$ cat src/rtl/data_pack.sv
// data_pack: packs a stream of IN_W-bit values into OUT_W-bit words, LSB-first.
// The first value of a word lands in bits [IN_W-1:0]. Packets are framed with
// sop/eop flags, and both sides use a valid/ready handshake.
//
// Optional feature macro: PACK_ERR_EN. When it is defined, the err_out port is
// added. err_out pulses for one cycle on a framing error. Framing recovery is
// the same whether or not the macro is defined.
//
// Ports:
//   clk        in   1      clock, all logic on posedge
//   rst_n      in   1      synchronous reset, active-low
//   ready_out  out  1      a value can be accepted this cycle
//   valid_in   in   1      value present (accepted when valid_in & ready_out)
//   data_in    in   IN_W   LSB-aligned input value
//   sop_in     in   1      first value of a packet
//   eop_in     in   1      last value of a packet
//   valid_out  out  1      data_out holds a word
//   data_out   out  OUT_W  packed word
//   sop_out    out  1      first word of a packet
//   eop_out    out  1      last word of a packet
//   ready_in   in   1      downstream takes the word when valid_out & ready_in
//   err_out    out  1      (PACK_ERR_EN only) one-cycle framing-error pulse
module data_pack #(
  parameter int IN_W  = 7,
  parameter int OUT_W = 32
) (
  input  logic             clk,
  input  logic             rst_n,
  output logic             ready_out,
  input  logic             valid_in,
  input  logic [IN_W-1:0]  data_in,
  input  logic             sop_in,
  input  logic             eop_in,
  output logic             valid_out,
  output logic [OUT_W-1:0] data_out,
  output logic             sop_out,
  output logic             eop_out,
  input  logic             ready_in
`ifdef PACK_ERR_EN
  ,
  output logic             err_out
`endif
);

  localparam int AW = OUT_W + IN_W - 1;      // widest bit count ever held
  localparam int CW = $clog2(OUT_W + IN_W);  // counts up to OUT_W+IN_W-1

  typedef enum logic [1:0] {IDLE, ACC, FLUSH} state_t;

  state_t           r_state;
  logic [AW-1:0]    r_acc;
  logic [CW-1:0]    r_cnt;
  logic             r_pend_sop;
  // Holds the value that carried an unexpected sop while its predecessor's
  // residue is flushed.
  logic [IN_W-1:0]  r_held;
  logic             r_held_eop;
  logic             r_held_vld;
  logic             r_valid_out;
  logic [OUT_W-1:0] r_data_out;
  logic             r_sop_out;
  logic             r_eop_out;

  logic             w_slot_free;
  logic             w_accept;
  logic             w_fresh;
  logic             w_err_sop;
  logic [AW-1:0]    w_src_acc;
  logic [CW-1:0]    w_src_cnt;
  logic             w_src_sop;
  logic [AW-1:0]    w_merged;
  logic [CW-1:0]    w_n;
  logic             w_word_done;
  logic [CW-1:0]    w_res_cnt;
  logic [AW-1:0]    w_residue;

  assign w_slot_free = !r_valid_out | ready_in;
  assign ready_out   = (r_state != FLUSH) & w_slot_free;
  assign w_accept    = valid_in & ready_out;

  // A sop starts from an empty accumulator. This applies in IDLE, and also in
  // ACC when nothing is held: the previous word has already left, so the new
  // sop itself marks the boundary.
  assign w_fresh   = sop_in & ((r_state == IDLE) | ((r_state == ACC) & (r_cnt == '0)));
  // A sop that arrives in ACC with residue held forces a flush of that residue.
  assign w_err_sop = sop_in & (r_state == ACC) & (r_cnt != '0);

  assign w_src_acc   = w_fresh ? '0 : r_acc;
  assign w_src_cnt   = w_fresh ? '0 : r_cnt;
  assign w_src_sop   = w_fresh ? 1'b1 : r_pend_sop;
  assign w_merged    = w_src_acc | (AW'(data_in) << w_src_cnt);
  assign w_n         = w_src_cnt + CW'(IN_W);
  assign w_word_done = (w_n >= CW'(OUT_W));
  assign w_res_cnt   = w_n - CW'(OUT_W);
  assign w_residue   = w_merged >> OUT_W;

  always_ff @(posedge clk) begin
    if (!rst_n) begin
      r_state     <= IDLE;
      r_acc       <= '0;
      r_cnt       <= '0;
      r_pend_sop  <= 1'b0;
      r_held      <= '0;
      r_held_eop  <= 1'b0;
      r_held_vld  <= 1'b0;
      r_valid_out <= 1'b0;
      r_data_out  <= '0;
      r_sop_out   <= 1'b0;
      r_eop_out   <= 1'b0;
    end else begin
      if (r_valid_out & ready_in)
        r_valid_out <= 1'b0;
      case (r_state)
        IDLE, ACC: begin
          if (w_accept) begin
            if (w_err_sop) begin
              r_held     <= data_in;
              r_held_eop <= eop_in;
              r_held_vld <= 1'b1;
              r_state    <= FLUSH;
            end else if ((r_state == IDLE) & !sop_in) begin
              // In IDLE, a value that arrives outside a packet is dropped.
            end else if (w_word_done) begin
              r_valid_out <= 1'b1;
              r_data_out  <= w_merged[OUT_W-1:0];
              r_sop_out   <= w_src_sop;
              r_eop_out   <= eop_in & (w_res_cnt == '0);
              r_pend_sop  <= 1'b0;
              if (eop_in & (w_res_cnt == '0)) begin
                r_acc   <= '0;
                r_cnt   <= '0;
                r_state <= IDLE;
              end else begin
                r_acc   <= w_residue;
                r_cnt   <= w_res_cnt;
                r_state <= eop_in ? FLUSH : ACC;
              end
            end else if (eop_in) begin
              r_valid_out <= 1'b1;
              r_data_out  <= w_merged[OUT_W-1:0];
              r_sop_out   <= w_src_sop;
              r_eop_out   <= 1'b1;
              r_pend_sop  <= 1'b0;
              r_acc       <= '0;
              r_cnt       <= '0;
              r_state     <= IDLE;
            end else begin
              r_acc      <= w_merged;
              r_cnt      <= w_n;
              r_pend_sop <= w_src_sop;
              r_state    <= ACC;
            end
          end
        end
        FLUSH: begin
          if (w_slot_free) begin
            // The residue is below OUT_W bits and its upper bits are already
            // zero, so the low slice is the padded word.
            r_valid_out <= 1'b1;
            r_data_out  <= r_acc[OUT_W-1:0];
            r_sop_out   <= r_pend_sop;
            r_eop_out   <= 1'b1;
            if (r_held_vld) begin
              // Restart with the value that broke the previous packet. If that
              // value also carried eop, it goes straight out through FLUSH.
              r_acc      <= AW'(r_held);
              r_cnt      <= CW'(IN_W);
              r_pend_sop <= 1'b1;
              r_held_vld <= 1'b0;
              r_state    <= r_held_eop ? FLUSH : ACC;
            end else begin
              r_acc      <= '0;
              r_cnt      <= '0;
              r_pend_sop <= 1'b0;
              r_state    <= IDLE;
            end
          end
        end
        default: r_state <= IDLE;
      endcase
    end
  end

  assign valid_out = r_valid_out;
  assign data_out  = r_data_out;
  assign sop_out   = r_sop_out;
  assign eop_out   = r_eop_out;

`ifdef PACK_ERR_EN
  logic r_err;
  logic w_err_evt;

  assign w_err_evt = w_accept & ((sop_in & (r_state != IDLE)) |
                                 ((r_state == IDLE) & eop_in & !sop_in));

  always_ff @(posedge clk) begin
    if (!rst_n)
      r_err <= 1'b0;
    else
      r_err <= w_err_evt;
  end

  assign err_out = r_err;
`endif

endmodule

$ cat config.mk
export PLATFORM = sky130hd
export DESIGN_NAME = data_pack
export DESIGN_NICKNAME = d
export VERILOG_FILES = /design/src/rtl/data_pack.sv
export SDC_FILE = /design/constraint.sdc
export NUM_CORES = 1
export LEC_CHECK = 0
export BUFFER_PORTS_ARGS = -buffer_cell sky130_fd_sc_hd__clkbuf_2
export CAP_MARGIN = 20
export CORE_ASPECT_RATIO = 1.1
export CORE_MARGIN = 2
export CORE_UTILIZATION = 59
export DETAILED_ROUTE_END_ITERATION = 8
export GPL_ROUTABILITY_DRIVEN = 0
export PLACE_DENSITY = 0.86
export SLEW_MARGIN = 10
export SYNTH_ARGS = -nofsm -noshare
export SYNTH_HDL_FRONTEND = slang
export SYNTH_SLANG_ARGS = --single-unit
$ cat constraint.sdc
create_clock -name clk -period 3 [get_ports clk]
set_input_delay 0.3 -clock clk [delete_from_list [all_inputs] [get_ports clk]]
set_output_delay 0.3 -clock clk [all_outputs]
set_load 0.02 [all_outputs]
==> results.py <==
metrics = {
    "status": {
        "status": "complete, no violations",
    },
    "floorplan": {
        "die-area_um2": 9050,
        "coreArea_um2": 7998,
        "die_w_um": 90.89,
        "start_util_pct": 61.26,
        "dieHeight_um": 99.58,
        "placementRows": 34,
        "ios": 49,
    },
    "cts": {
        "post-cts-setup-buffers": 0,
        "clock_path_buffers": 2,
        "postCtsHoldBufs": 0,
        "cts_tree": "yes",
        "cts_root_buf": "clkbuf_8",
        "clk_pin_slew_ns": 0.11,
        "cts_resized": 0,
        "clock_sinks": 91,
        "cts_buffers": 9,
        "clkLatencyLatePin_ns": 0.38,
        "htree_levels": 3,
    },
    "critical_path": {
        "slowest_stage": "dfxtp_1",
        "required_ns": 3.29,
        "path_buf_inv": 2,
        "worstPathArrival_ns": 3.01,
        "path_cells": "o21ai_0, and2_1, or4_4, buf_4, a21oi_2, buf_4, o211ai_1, o211a_1",
        "end_kind": "flip-flop",
        "path_class": "reg -> reg",
        "crit_fanout": 28,
        "cp_common_cell": "buf_4",
        "crit_family": "compound AO/OA/AOI/OAI gates",
        "max_stage_delay_ns": 0.57,
        "critPathLaunchType": "flip-flop",
    },
    "min_path": {
        "hp-class": "in -> reg",
    },
    "place": {
        "place_ws_ns": 0.3891,
        "hpwl_um": 10650,
        "dp_cells": 752,
        "port_buffers": 48,
    },
    "timing": {
        "finalCritPeriodShare_pct": 90.82,
        "fmax_mhz": 367.0,
        "drv_slew": 0,
        "worstMarginPinSlew_ns": 0.9227,
        "grt_setup_unrepaired": "no",
        "hold_violations": 0,
        "finalSetupTns_ns": 0,
        "timing.final.crit_period_ns": 2.725,
        "slew_headroom_pct": 37.94,
        "skew_ns": 0.01234,
        "finalSetupViolCount": 0,
        "whs_ns": 0.2686,
        "worst_slack_ns": 0.2754,
    },
    "global_routing": {
        "grt_pass1_vias": 4947,
        "grt.total_usage_pct": 33.86,
        "grt_start_max_net_pins": 46,
        "antenna_found_initial": 0,
        "gr-total-overflow": 0,
        "grt_pass1_wl_um": 24550,
    },
    "route": {
        "wl_per_cell_um": 20.16,
        "drt_pass1_iterations": 7,
        "vias_per_cell": 7.014,
        "drt_iter0_drc": 826,
        "drtAntennaViolNets": 0,
        "drcViolationCount": 0,
        "drt-total-wl_um": 15480,
        "vias": 5387,
    },
    "synth": {
        "async_flop_share_pct": 0,
        "synth_top_area_share_pct": 37.18,
        "ys_warn_count": 0,
        "postSynthNetCount": 636,
        "ys.flop_type": "dfxtp_1",
        "yosysUniqueCellTypes": 70,
        "syn_inst": 622,
        "synth_area_leaders": "dfxtp_1 37%, o21ai_0 6.6%, nand2_1 5.1%",
        "synth_area_per_cell_um2": 7.877,
        "synth_edf_count": 0,
        "ys_ff_latch": 91,
        "synth-seq-area-share_pct": 37.18,
        "synth_largest_area_cell": "dfxtp_1",
        "synth_area_um2": 4900,
    },
    "layout": {
        "final_cells": 768,
        "fillers": 668,
        "final_nets": 669,
        "diodes": 0,
        "postLayoutCoreUtil_pct": 68.26,
        "area_growth_pct": 11.41,
        "drive_gt1_share_pct": 16.52,
    },
    "pwr": {
        "p_leak_nw": 2.132,
        "power.density_nw_per_um2": 478.4,
        "ir_worst_vdd_uv": 304.0,
    },
    "run": {
        "cap_viol_max_count": 0,
    },
}
-- cell type report --
cell class	count	area [um2]	share of cell area [%]
clock buffer	9	123.9	2.269
clock inverter	7	76.32	1.398
inverter	10	37.54	0.6876
multi-input combinational	466	2806	51.41
sequential	91	1822	33.37
tap	108	135.1	2.475
timing repair buffer	77	457.9	8.389
-- per-layer routing --
metal  vias up  track usage, %  share of wire, %  wire, um
li1       2391               -                 -         -
met3        89           7.576                12      1904
met4         0           21.56               5.9       916
met5         -               0                 0         0
met1      2462           42.45                37      5788
met2       445           52.99                44      6874
-- registers in the layout, indices dropped and copies added (netlist names), 2 cells and up --
name      count
r_acc        38
data_out     32
r_held        7
r_cnt         6
r_state       2
-- final timing paths --
path / start / slack, ns / cells after the start / to
worst max register to register: r_state[0] / 0.28 / 8 / data_out[25]
worst max-delay path: r_state[0] / 0.28 / 8 / data_out[25]
worst min-delay path: data_in[5] / 0.27 / 3 / r_held[5]
worst min register to register: r_acc[13] / 0.47 / 2 / r_acc[13]
-- Yosys cell counts (7+ instances only) --
cell	instances
a31oi_1	11
dfxtp_1	91
nor2_1	62
buf_2	11
nor3_1	12
a21oi_1	40
o21ai_0	65
a221oi_1	19
a222oi_1	7
or3_1	8
a211oi_1	10
nand2_1	66
mux2i_1	14
a32oi_1	7
a22o_1	7
o211ai_1	9
and3_1	7
nand4_1	9
and2_1	8
clkbuf_1	34
nand3_1	27
a21o_1	7
inv_1	8
-- logic make-up after synthesis --
logic type	count (synthesis)	synth area share [%]
simple gates	227	22.50
compound gates	220	30.41
flops	91	37.18
buf+inv	65	5.924
mux	17	3.549
xor+xnor	1	0.1788
fa+ha+maj	1	0.2553
-- metrics by stage --
step	area, um2	power, W
after floorplan	4900	0.001621
after global placement	5259	0.001767
after detailed placement	5259	0.001776
after CTS	5459	0.002590
after global routing	5459	0.002694
final	5459	0.002612
-- layout by cell type, fill, tap and decap left out, drive strengths merged, types with 3 or more instances in the layout --
cell	n
mux2i	14
a32o	3
clkbuf	57
nor2	62
o221ai	5
nor2b	4
nand3	27
dfxtp	91
a22o	7
inv	12
a222oi	7
a31oi	11
a221o	3
nand2	66
or3	8
nand4	9
a211oi	10
and2	9
a21o	7
buf	29
nand2b	6
nor3	14
o211ai	9
and3	7
a32oi	7
o21ai	65
a21oi	42
mux2	3
a221oi	19
clkinv	5
-- power breakdown --
group | switching, W | internal (W)
combinational | 0.000353 | 0.000156
sequential | 0.0000255 | 0.00124
clock | 0.000503 | 0.000331
-- tightest hold or removal path: cells and delay by family --
family,cells,cell delay (ns)
buffers and inverters,1,0.15
multiplexers,1,0.09
AND/OR/NAND/NOR,1,0.08
Power figures use the tool's default switching activity.
